`src/rtl/concat_scatter_seq.sv`:
```
// concat_scatter_seq: splits one packed word {head, lanes} into a sequence of
// element-addressed field writes (lanes ascending, then head) and keeps shadow
// copies of every field that has been written.
//
// Ports:
//   clk, rst_n            clock (rising edge), async active-low reset
//   flush                 synchronous abort of the current transaction
//   in_valid/in_ready     input word handshake, in_data = {head, lane[N-1..0]}
//   wr_valid/wr_ready     field write handshake
//   wr_idx, wr_data       field select (NUM_LANES = head) and zero-extended value
//   head_q, lanes_q       shadow copies of the written fields
//   busy                  transaction in progress
//   done                  pulse on the cycle the head write is accepted
module concat_scatter_seq #(
    parameter int unsigned LANE_W    = 2,
    parameter int unsigned NUM_LANES = 4,
    parameter int unsigned HEAD_W    = 2,
    localparam int unsigned W  = HEAD_W + NUM_LANES * LANE_W,
    localparam int unsigned FW = (LANE_W > HEAD_W) ? LANE_W : HEAD_W,
    localparam int unsigned IW = $clog2(NUM_LANES + 1)
) (
    input  logic                          clk,
    input  logic                          rst_n,
    input  logic                          flush,
    input  logic                          in_valid,
    output logic                          in_ready,
    input  logic [W-1:0]                  in_data,
    output logic                          wr_valid,
    input  logic                          wr_ready,
    output logic [IW-1:0]                 wr_idx,
    output logic [FW-1:0]                 wr_data,
    output logic [HEAD_W-1:0]             head_q,
    output logic [NUM_LANES*LANE_W-1:0]   lanes_q,
    output logic                          busy,
    output logic                          done
);

    typedef enum logic [1:0] {
        IDLE = 2'd0,
        LANE = 2'd1,
        HEAD = 2'd2
    } state_t;

    state_t            state;
    state_t            state_nxt;
    logic [W-1:0]      word;
    logic [IW-1:0]     cnt;
    logic [LANE_W-1:0] lane_val;
    logic [HEAD_W-1:0] head_val;
    logic              last_lane;
    logic              load;
    logic              lane_acc;
    logic              head_acc;

    // Field currently addressed by the lane counter, and the head field.
    assign lane_val  = LANE_W'(word >> (32'(cnt) * LANE_W));
    assign head_val  = word[W-1 -: HEAD_W];
    assign last_lane = (cnt == IW'(NUM_LANES - 1));

    // State register.
    always_ff @(posedge clk or negedge rst_n) begin
        if (!rst_n) begin
            state <= IDLE;
        end else begin
            state <= state_nxt;
        end
    end

    // Next state and handshake/write-port outputs; flush overrides every accept.
    always_comb begin
        state_nxt = state;
        in_ready  = 1'b0;
        wr_valid  = 1'b0;
        wr_idx    = '0;
        wr_data   = '0;
        busy      = 1'b0;
        done      = 1'b0;
        load      = 1'b0;
        lane_acc  = 1'b0;
        head_acc  = 1'b0;
        case (state)
            IDLE: begin
                in_ready = 1'b1;
                load     = in_valid && !flush;
                if (load) begin
                    state_nxt = LANE;
                end
            end
            LANE: begin
                busy     = 1'b1;
                wr_valid = 1'b1;
                wr_idx   = cnt;
                wr_data  = FW'(lane_val);
                lane_acc = wr_ready && !flush;
                if (flush) begin
                    state_nxt = IDLE;
                end else if (lane_acc && last_lane) begin
                    state_nxt = HEAD;
                end
            end
            HEAD: begin
                busy     = 1'b1;
                wr_valid = 1'b1;
                wr_idx   = IW'(NUM_LANES);
                wr_data  = FW'(head_val);
                in_ready = wr_ready;
                head_acc = wr_ready && !flush;
                done     = head_acc;
                load     = head_acc && in_valid;
                if (flush) begin
                    state_nxt = IDLE;
                end else if (head_acc) begin
                    state_nxt = in_valid ? LANE : IDLE;
                end
            end
            default: begin
                state_nxt = IDLE;
            end
        endcase
    end

    // Captured word and lane counter.
    always_ff @(posedge clk or negedge rst_n) begin
        if (!rst_n) begin
            word <= '0;
            cnt  <= '0;
        end else if (load) begin
            word <= in_data;
            cnt  <= '0;
        end else if (flush) begin
            word <= '0;
            cnt  <= '0;
        end else if (lane_acc) begin
            cnt <= last_lane ? '0 : cnt + IW'(1);
        end
    end

    // Shadow fields change only on accepted writes.
    always_ff @(posedge clk or negedge rst_n) begin
        if (!rst_n) begin
            head_q  <= '0;
            lanes_q <= '0;
        end else begin
            if (head_acc) begin
                head_q <= head_val;
            end
            if (lane_acc) begin
                for (int i = 0; i < int'(NUM_LANES); i++) begin
                    if (cnt == IW'(i)) begin
                        lanes_q[i*LANE_W +: LANE_W] <= lane_val;
                    end
                end
            end
        end
    end

endmodule

```
`config.mk`:
```
export PLATFORM = sky130hd
export DESIGN_NAME = concat_scatter_seq
export DESIGN_NICKNAME = d
export VERILOG_FILES = /design/src/rtl/concat_scatter_seq.sv
export SDC_FILE = /design/constraint.sdc
export NUM_CORES = 1
export LEC_CHECK = 0
export CELL_PAD_IN_SITES_DETAIL_PLACEMENT = 1
export CELL_PAD_IN_SITES_GLOBAL_PLACEMENT = 2
export CORE_ASPECT_RATIO = 1.2
export CORE_MARGIN = 1
export CORE_UTILIZATION = 26
export DETAILED_ROUTE_END_ITERATION = 10
export PLACE_DENSITY_LB_ADDON = 0.1
export SYNTH_ARGS = -nofsm -noshare
export SYNTH_HDL_FRONTEND = slang
export SYNTH_SLANG_ARGS = --single-unit
```
`constraint.sdc`:
```
create_clock -name clk -period 1.7 [get_ports clk]
set_clock_uncertainty 0.05 [all_clocks]
set_input_delay 0.34 -clock clk [delete_from_list [all_inputs] [get_ports clk]]
set_output_delay 0.34 -clock clk [all_outputs]
set_load 0.03 [all_outputs]
```
Yosys cells after proc, flatten, opt, wreduce, memory -nomap -nowiden
Index checks and enable logic that the tools add are counted.
- bits in registers: 25
- bits in latches: 0
- bits in writable memories: 0
- bits in read-only memories: 0
- bits of input ports: 15
- output and inout bits: 19
- logic and storage cells: 53
- memories: 0
- add/sub/neg operators: 1
- $mul: 0
- div/mod/pow operators: 0
- order comparisons: 0
- equal/unequal tests: 8
- shifts and indexed selects: 1
- multiplexer cells: 20
- bitwise operators: 0
- reductions and logical operators: 15
- operators with widths (kind ; number):
    10-bit two-way mux ; 2
    3-bit two-way mux ; 4
    2-bit two-way mux ; 5
    10-bit by 4-bit >> shifter with 2-bit output ; 1
    2-bit AND reduction ; 4
    3-bit by 2-bit equality test with 1-bit output (second input constant) ; 2
    3-bit inequality test (second input constant) ; 2
    2-bit one-hot mux with 3 select lines ; 1
    3-bit one-hot mux with 2 select lines ; 1
    1-bit logical AND ; 4
    1-bit two-way mux ; 4
    1-bit one-hot mux with 2 select lines ; 2
    2-bit one-hot mux with 2 select lines ; 1
    3-bit by 1-bit adder with 3-bit output (second input constant) ; 1
    3-bit by 1-bit equality test with 1-bit output (second input constant) ; 1
    3-bit logical NOT ; 1
    3-bit AND reduction ; 1
    3-bit nonzero test ; 1
    2-bit by 1-bit equality test with 1-bit output (second input constant) ; 1
    2-bit equality test (second input constant) ; 1
    2-bit logical NOT ; 1
    2-bit inequality test (second input constant) ; 1
    2-bit nonzero test ; 1
    2-bit OR reduction ; 1
    1-bit logical NOT ; 1

Longest topological paths before layout
Gate-level depths: netlist of the first run.
- depth after elaboration: 6
- depth in mapped cells: 8
- depth with buffers taken out: 6

Least setup slack after synthesis of the first run
Ideal clock, no wire load.
- path kind: register to output
- start point: register cnt[0]
- end point: output wr_data[0]
- data arrival time: 1735 ps
- data required time: 1310 ps
- slack: -425 ps
- stages on the path, launching flop included: 6
- path buffers: 1
- cell sequence: dfrtp_1 > buf_6 > or4b_4 > o31ai_2 > o21ai_2 > a21boi_1
- cells in the longest elaborated chain, start to end: 2
- ends and longest elaborated chain (item ; RTL line ; text):
    start, declared ; 47 ; logic [IW-1:0] cnt;
    start signal, assigned ; 134 ; cnt <= last_lane ? '0 : cnt + IW'(1);
    10-bit by 4-bit >> shifter with 2-bit output ; 56 ; assign lane_val = LANE_W'(word >> (32'(cnt) * LANE_W));
    2-bit one-hot mux with 2 select lines ; 81 ; case (state)
    end, declared ; 31 ; output logic [FW-1:0] wr_data,
Every way passes these cells.

Final worst setup path of the first run
- start point: register cnt[2]
- end point: output wr_data[0]
Same word-level chain as after synthesis.

==> results of run 1 <==
-- power groups by stage --
| stage | clock network [mW] | logic [mW] | registers [mW] |
|---|---|---|---|
| after floorplan | 0 | 0.534 | 0.837 |
| after global placement | 0 | 1.02 | 0.769 |
| after detailed placement | 0 | 1.05 | 0.778 |
| after CTS | 0.397 | 1.24 | 0.779 |
| after global routing | 0.417 | 1.45 | 0.793 |
| final | 0.379 | 1.35 | 0.777 |
-- area by class of cell --
type	count	area [um2]
Timing Repair Buffer	79	723.2
Sequential cell	25	629.4
Tap cell	60	75.07
Inverter	6	25.02
Clock buffer	3	41.29
Clock inverter	1	7.507
Fill cell	564	2690
Multi-Input combinational cell	105	853.3
-- sequential cells by signal, indices dropped and copies added, names as in the netlist --
signal	cells
cnt	3
word	10
state	2
head_q	2
lanes_q	8
-- what timing repair did --
item	4_1_cts	5_1_grt
resized for setup	39	34
buffers inserted	5	5
cloned	0	1
setup endpoints to repair	38	26
pin swaps	6	5
-- cells by family (layout without fill, tap and decap cells) --
family / after synthesis / count (layout) / share of synthesized area
simple gates: 56 / 56 / 0.2022
buf+inv: 15 / 89 / 0.06018
fa+ha+maj: 8 / 8 / 0.07188
mux: 11 / 11 / 0.08626
flops: 25 / 25 / 0.4492
compound gates: 30 / 30 / 0.1303
-- placed cells by master (no fill, tap or decap), drive strengths merged, types with 2 or more instances in the layout --
cell            n
nor2            3
dlymetal6s2s    3
nor3            4
clkdlybuf4s50  14
mux2i           3
dlygate4sd2     7
inv             6
and3b           2
nand2          33
o21ai          17
a21oi           7
and2            2
nand3           2
nand3b          2
mux2            8
clkbuf          3
ha              8
nor2b           2
buf            55
dfrtp          25
-- routing by layer --
| metal | global-route usage | part of all wire |
|---|---|---|
| met5 | 0 | 0 |
| met4 | 0.03673 | 0.0084 |
| met3 | 0.02473 | 0.027 |
| met2 | 0.2824 | 0.55 |
| met1 | 0.1821 | 0.41 |
-- stage by stage --
stage | hold slack, ns | area, um2 | instances | worst slack, ns | setup TNS, ns
final | 0.3801 | 2355 | 279 | -0.4286 | -1.403
after global routing | 0.4090 | 2355 | 279 | -0.4733 | -1.923
after CTS | 0.3931 | 2206 | 274 | -0.4537 | -1.200
after global placement | 0.4146 | 2009 | 265 | -0.1420 | -1.763
after detailed placement | 0.4222 | 2009 | 265 | -0.1924 | -2.132
after floorplan | -0.005591 | 1418 | 145 | -0.1549 | -0.2751
-- path summary, 6_finish.rpt --
check / end / slack, ns / depth (start not counted)
worst max-delay path: wr_data[0] / -0.43 / 5
worst min-delay path: lanes_q[2]$_DFFE_PN0P_ / 0.38 / 2
worst max register to register: state[0]$_DFFE_PN0P_ / -0.11 / 7
worst min register to register: lanes_q[4]$_DFFE_PN0P_ / 0.44 / 2
max in group asynchronous: cnt[0]$_DFFE_PN0P_ / 0.95 / 2
min in group clk: lanes_q[4]$_DFFE_PN0P_ / 0.44 / 2
==> results.yml, run 1 <==
synthesis:
  post-synth-top-count-cell: "nand2_1"
  yosysTopAreaCellShare: 0.4492
  synthesis.nets: 168
  ys.flop_type: "dfrtp_1"
  avgSynthCellArea_um2: 9.604
  synth_area_um2: 1393
  synth_edf_count: 0
  synth_cells: 145
  async_reset_ff_frac: 1.000
  netlist-cell-type-count: 36
  synth_common_cells: "nand2_1 (33), dfrtp_1 (25), o21ai_0 (10), ha_1 (8), mux2_2 (8)"
  synth_area_leaders: "dfrtp_1 (45%), nand2_1 (8.9%), ha_1 (7.2%), mux2_2 (6.5%), o21ai_0 (3.6%)"
  synth-seq-cells: 25
  seq_area_frac_synth: 0.4492
  yosys_warnings: 0
  yosysTopAreaCell: "dfrtp_1"
cts:
  path_clk_slew_ns: 0.10
  h-tree-depth: 1
  tritoncts: "yes"
  clk_path_buf_depth: 2
  clkSinkCount: 25
  clock_latency_ns: 0.28
  hold_buffers: 0
  root_buffer: "clkbuf_8"
  numCtsBuffers: 3
worst_setup_path:
  required_ns: 1.31
  critical_path_buf_inv_count: 1
  start_kind: "flip-flop"
  path_delay_family: "simple AND/OR/NAND/NOR gates"
  slowest_stage: "or4b_4"
  critPathMaxStageDelay_ns: 0.55
  path_max_fanout: 5
  cp-startpoint: "cnt[2]$_DFFE_PN0P_"
  endpoint_kind: "output port"
  cp.arrival_ns: 1.74
  worst-setup-path-type: "flip-flop to output port"
  timing.rr.start: "state[1]$_DFFE_PN0P_"
  path_cells: "or4b_4, o31ai_4, o21ai_2, a21boi_4, buf_6"
power:
  seqPwrFrac: 0.310
  power.density_nw_per_um2: 1063
  p_leak_nw: 1.130
  clkPwrFrac: 0.152
  power_switching_mw: 0.9491
  irDropWorstVdd_mv: 0.3534
  total_power_mw: 2.504
  p_int_mw: 1.555
  pwr-share-comb: 0.538
  switching_share: 0.3790
routing:
  wl_per_cell_um: 14.90
  ant_nets: 0
  drt-initial-drc-count: 24
  via_per_inst: 4.713
  firstDrtPassIters: 4
  dr_total_vias: 1315
  drc: 0
  wirelength_um: 4157
sta:
  fmax_mhz: 469.8
  worst_pin_slew_ns: 0.3347
  rsz0062_at_grt: "true"
  fin_crit_sh: 1.252
  final-max-slew-violation-count: 0
  layout_min_cycle_time_ns: 2.129
  worst_slack_ns: -0.4286
  hold_violations: 0
  slew_headroom: 0.7765
  finalSetupViolations: 9
outcome:
  violations: "negative setup slack"
  status: "finished, violations left"
floorplanning:
  initial_core_util: 0.2760
  rows: 28
  die_w_um: 68.81
  pin_count: 34
  die_h_um: 82.17
  core_um2: 5045
  die-area_um2: 5654
finish:
  drive_gt1_frac: 0.4795
  n_antenna_cell: 0
  syn2layout_area_growth_pct: 69.09
  final_nets: 243
  finalCoreUtilization: 0.4668
grt:
  antenna_found_initial: 0
  grt_pass1_vias: 1321
  grt_start_max_net_pins: 26
  grt-ovfl-total: 0
  grt_first_pass_wirelength_um: 6348
  grt.total_usage: 0.1534
run:
  maxCapViolCount: 0
place:
  hpwl_um: 2983
  portBuffers: 33
  gp_congestion: 0.7940
min_path:
  hold_class: "input port to async pin"
Power figures use the tool's default switching activity.
==> run 2: changes to the inputs <==
Settings changed: SETUP_SLACK_MARGIN from default to 0.02.
==> run 2 against run 1 <==
The run still ends with negative setup slack left; count of clock-buffer cells in the layout is 1 higher; register-to-register slack better by 0.03 ns; sequential power is 2% lower; final cell count is 0.72% higher; critical path depth is the same; die area unchanged; cell area up 0.96%; core utilization increased by 0.45 points; via count decreased by 1.2%; maximum frequency down 0.64%; global-route usage fell by 0.35 points; worst hold slack gained 0.0011 ns; critical path type unchanged.
==> results.yml, run 2 (synthesis gave the netlist of run 1 again) <==
worst_setup_path:
  path_max_fanout: 5
  endpoint_kind: "output port"
  worstRegToRegCells: 7
  start_kind: "flip-flop"
  slowest_stage: "or4b_4"
  rr_endpoint: "state[0]$_DFFE_PN0P_"
  timing.rr.start: "state[1]$_DFFE_PN0P_"
  critPathMaxStageDelay_ns: 0.56
  ff2ff_setup_slack_ns: -0.08
  path_delay_family: "simple AND/OR/NAND/NOR gates"
  worst-setup-path-type: "flip-flop to output port"
  path_cells: "or4b_4, o31ai_4, o21ai_2, a21boi_4, buf_6"
  required_ns: 1.31
  cp.arrival_ns: 1.75
  critical_path_buf_inv_count: 1
sta:
  worst_slack_ns: -0.4423
  hold_violations: 0
  fin_crit_sh: 1.260
  layout_min_cycle_time_ns: 2.142
  fmax_mhz: 466.8
  final-max-slew-violation-count: 0
  slew_headroom: 0.7786
  rsz0062_at_grt: "true"
  worst_pin_slew_ns: 0.3320
  tns_ns: -1.344
  finalSetupViolations: 7
floorplanning:
  die_h_um: 82.17
  rows: 28
  initial_core_util: 0.2760
  die_w_um: 68.81
  die-area_um2: 5654
  pin_count: 34
  core_um2: 5045
routing:
  wirelength_um: 4153
  wl_per_cell_um: 14.78
  ant_nets: 0
  drt-initial-drc-count: 24
  via_per_inst: 4.623
  dr_total_vias: 1299
  firstDrtPassIters: 3
  drc: 0
grt:
  antenna_found_initial: 0
  grt-ovfl-total: 0
  grt_start_max_net_pins: 26
  grt_first_pass_wirelength_um: 6327
  grt_pass1_vias: 1318
  grt.total_usage: 0.1499
power:
  power_switching_mw: 0.9379
  seqPwrFrac: 0.308
  p_leak_nw: 1.114
  total_power_mw: 2.472
  pwr-share-comb: 0.543
  switching_share: 0.3794
  clkPwrFrac: 0.149
  irDropWorstVdd_mv: 0.2957
  p_int_mw: 1.534
  power.density_nw_per_um2: 1040
finish:
  fillCellCount: 572
  n_antenna_cell: 0
  seq_area_um2: 629.4
  fin_area_um2: 2377
  final_cell_mix: "nand2_1 (32), buf_4 (32), buf_6 (25)"
  top_register: "word"
  drive_gt1_frac: 0.4751
  largest_register_ffs: 10
  reg_top3: "word (10), lanes_q (8), cnt (3)"
  syn2layout_area_growth_pct: 70.71
  multi_input_area_um2: 858.3
  final_nets: 245
outcome:
  violations: "negative setup slack"
  status: "finished, violations left"
cts:
  clk_path_buf_depth: 2
  tritoncts: "yes"
  root_buffer: "clkbuf_8"
  path_clk_slew_ns: 0.09
  clkSinkCount: 25
  hold_buffers: 0
  h-tree-depth: 1
  clock_latency_ns: 0.27
  numCtsBuffers: 3
place:
  gp_congestion: 0.8789
  hpwl_um: 2892
  portBuffers: 33
  place_area_um2: 1999
run:
  maxCapViolCount: 0
min_path:
  hold_class: "input port to async pin"
## run 2: cell types whose count changed in the layout (fill, tap and decap cells not counted), moves of 2 or more
cell / delta
a21oi_2: -2
buf_4: -4
buf_6: +6
clkdlybuf4s50_1: -2
dlygate4sd2_1: +5
dlymetal6s2s_1: -3
inv_2: +2
o21ai_0: -2
o21ai_1: +3
## run 2: power groups by stage
stage | combinational, mW | clock [mW] | sequential [mW]
4_1_cts | 1.25 | 0.389 | 0.757
2_1_floorplan | 0.539 | 0 | 0.837
5_1_grt | 1.44 | 0.417 | 0.772
6_report | 1.34 | 0.369 | 0.761
3_3_place_gp | 1.00 | 0 | 0.769
3_5_place_dp | 1.02 | 0 | 0.777
## run 2: repair_timing
action | 4_1_cts | 5_1_grt
setup buffers | 10 | 4
gates cloned | 0 | 2
pin swaps | 10 | 9
endpoints found under the hold margin | 0 | 0
endpoints found under the setup margin | 41 | 30
resized for setup | 47 | 36
## run 2: worst max path at each step
| stage | start | endpoint | slack, ns | depth (start not counted) |
|---|---|---|---|---|
| after floorplan | cnt[2]$_DFFE_PN0P_ | wr_data[0] | -0.15 | 5 |
| after global placement | cnt[2]$_DFFE_PN0P_ | wr_data[0] | -0.15 | 5 |
| after detailed placement | cnt[2]$_DFFE_PN0P_ | wr_data[0] | -0.19 | 5 |
| after CTS | cnt[0]$_DFFE_PN0P_ | wr_data[0] | -0.45 | 5 |
| after global routing | cnt[2]$_DFFE_PN0P_ | wr_data[0] | -0.49 | 5 |
| final | cnt[2]$_DFFE_PN0P_ | wr_data[0] | -0.44 | 5 |
## run 2: routing by layer
layer	up-vias	track usage	share of wire
li1	644	-	-
met1	630	0.1801	0.42
met2	21	0.2755	0.55
met3	4	0.02060	0.025
met4	0	0.03673	0.0092
met5	-	0	0
## run 2: cell type report
| class | count | share of cell area |
|---|---|---|
| well taps | 60 | 0.03158 |
| clock buffers | 4 | 0.01895 |
| repair buffers | 81 | 0.3142 |
| inverters | 6 | 0.009474 |
| multi-input cells | 105 | 0.3611 |
| flip-flops and latches | 25 | 0.2647 |
## run 2: worst register-to-register path: stages, from the launching register on
cell and delay (ns):
dfrtp_1 0.41, buf_6 0.13, ha_4 0.18, buf_6 0.13, or2_0 0.22, a22oi_2 0.15
o21ai_1 0.11, mux2_2 0.29
## run 2: per-stage QoR
step,std cells,utilization,hold slack [ns],setup WS (ns)
floorplan,145,-,-0.005591,-0.1549
global placement,263,0.3963,0.4138,-0.1479
detailed placement,263,0.3963,0.4222,-0.1946
CTS,277,0.4459,0.3963,-0.4505
global route,281,0.4712,0.4073,-0.4900
finish,281,0.4712,0.3811,-0.4423
==> variant: new RTL, settings of run 1 <==
Encoding of `state_t`: now one-hot (3 bits for 3 states).
--- a/src/rtl/concat_scatter_seq.sv
+++ b/src/rtl/concat_scatter_seq.sv
@@ -35,10 +35,10 @@
     output logic                          done
 );
 
-    typedef enum logic [1:0] {
-        IDLE = 2'd0,
-        LANE = 2'd1,
-        HEAD = 2'd2
+    typedef enum logic [2:0] {
+        IDLE = 3'b001,
+        LANE = 3'b010,
+        HEAD = 3'b100
     } state_t;
 
     state_t            state;
Formal check against the unedited RTL: same outputs for any inputs over 10 cycles, from zero or initial values and one cycle with rst_n low; not proved beyond that.
==> variant against run 1 <==
- the flow still finishes with violations (negative setup slack)
- wire length shrank 2.5%
- utilization shrank 4.2 points
- sequential share of layout area rose by 2.6 points
- final area decreased by 5.1%
- sequential cell count rose by 1
- setup slack gained 0.20 ns
- synthesized area rose by 1.7%
- register-to-register slack got worse by 0.03 ns
- hold slack got worse by 0.096 ns
- critical path type unchanged
- largest cell class unchanged
Power is not compared: it rests on default switching activity, and its combinational part moved more than twofold at a synthesized area within 25%.
==> variant: results <==
[outcome]
outcome = "finished, violations left"
violations = "negative setup slack"

[setup_path]
timing.rr.end = "word[1]$_DFFE_PN0P_"
arrival_ns = 1.54
r2r_cells = 6
r2r_start = "state[0]$_DFFE_PN1P_"
rrSetupSlack_ns = -0.14

[global_route]
track_usage = 0.153
grt_pass1_wl_mm = 6.79
grt_max_degree = 23

[placement]
gp_congestion = 0.753
placed_cells = 238
port_buffers = 33
dp_hpwl_mm = 2.97

[drt]
routed_wl_mm = 4.05
vias_per_cell = 4.70
first_iter_violations = 60

[timing]
fin_setup_tns_ns = -2.71
timing.hold.ws_ns = 0.284
fin_ws_ns = -0.228
tightest_slew_ns = 0.384
setup_viol = 21

[layout]
antenna_cells = 0
instances_no_fill = 250
nFillCells = 570
finalNetCount = 208
drive_above_1_share = 0.479
largestRegisters = "word: 10 flops, lanes_q: 8 flops"

[synthesis]
ys_seq_area_frac = 0.460
synth_commonest_cells = "dfrtp_1 (25), nor2b_1 (12), mux2_2 (11), mux2_4 (9), nand2_1 (9)"
syn_nets = 143
synthTopCellsByArea = "dfrtp_1 (44%), mux2_4 (9.5%), mux2_2 (8.7%), nor2b_1 (5.3%), mux2i_1 (4.2%)"
avgSynthCellArea_um2 = 11.4
post_synth_num_cell_types = 29

[cts]
cts_htree_levels = 1
## variant: changes by cell type after synthesis, sizes merged, moves of 3 or more
cell and change:
nor2 +3, nor2b +10, mux2 +12, o21ai -16, ha -4, nand2 -24, o22ai +3, mux2i +3
buf -4
## variant: report_power, final
part | leakage (nW) | switching (mW) | internal (mW) | total, mW
Sequential | 0.348 | 0.0167 | 0.645 | 0.662
Clock | 0.0288 | 0.201 | 0.207 | 0.408
Combinational | 0.780 | 0.120 | 0.156 | 0.276
Total | 1.16 | 0.337 | 1.01 | 1.35
## variant: stage by stage
step | setup WS [ns] | utilization | cell area, µm²
final | -0.228 | 0.425 | 2230
after global placement | -0.386 | 0.376 | 1980
after detailed placement | -0.405 | 0.376 | 1980
after CTS | -0.217 | 0.419 | 2210
after floorplan | -0.0177 | - | 1430
after global routing | -0.299 | 0.425 | 2230
## variant: final cells by class
class,count,share of cell area
repair buffers,66,0.283
inverters,5,0.00840
well taps,62,0.0347
flip-flops and latches,26,0.293
multi-input cells,87,0.356
clock buffers,4,0.0246
## variant: logic make-up after synthesis
family | synth area share
and+or+nand+nor | 0.170
muxes | 0.225
DFF | 0.460
AOI/OAI and AO/OA | 0.0698
buffers and inverters | 0.0397
adders and majority gates | 0.0353
## variant: critical path, cell delays in order, from the launching register on
cell and delay (ns):
dfrtp_2 0.45, nand2b_1 0.22, buf_4 0.17, nor2_2 0.11
a22o_1 0.17, buf_6 0.14
## variant: how the worst max path moves through the flow
stage                              start                   to  slack, ns  cells past startpoint
finish              state[2]$_DFFE_PN0P_           wr_data[0]      -0.23                      5
global route        state[0]$_DFFE_PN1P_             in_ready      -0.30                      5
CTS                 state[0]$_DFFE_PN1P_             in_ready      -0.22                      5
detailed placement              wr_ready  word[1]$_DFFE_PN0P_      -0.41                      6
global placement                wr_ready  word[6]$_DFFE_PN0P_      -0.39                      6
floorplan           state[2]$_DFFE_PN0P_             wr_valid      -0.02                      3
## variant: metal layers
metal / share of wire / global-route usage / vias up
li1: - / - / 557
met1: 0.43 / 0.195 / 584
met2: 0.52 / 0.255 / 25
met3: 0.025 / 0.0231 / 9
met4: 0.028 / 0.0668 / 0
met5: 0 / 0 / -
## variant: repair_timing
action | CTS | global route
gates cloned | 1 | 0
pin swaps | 5 | 5
resized for setup | 36 | 9
setup endpoints to repair | 32 | 37
setup buffers | 8 | 0
hold buffers | 0 | 0
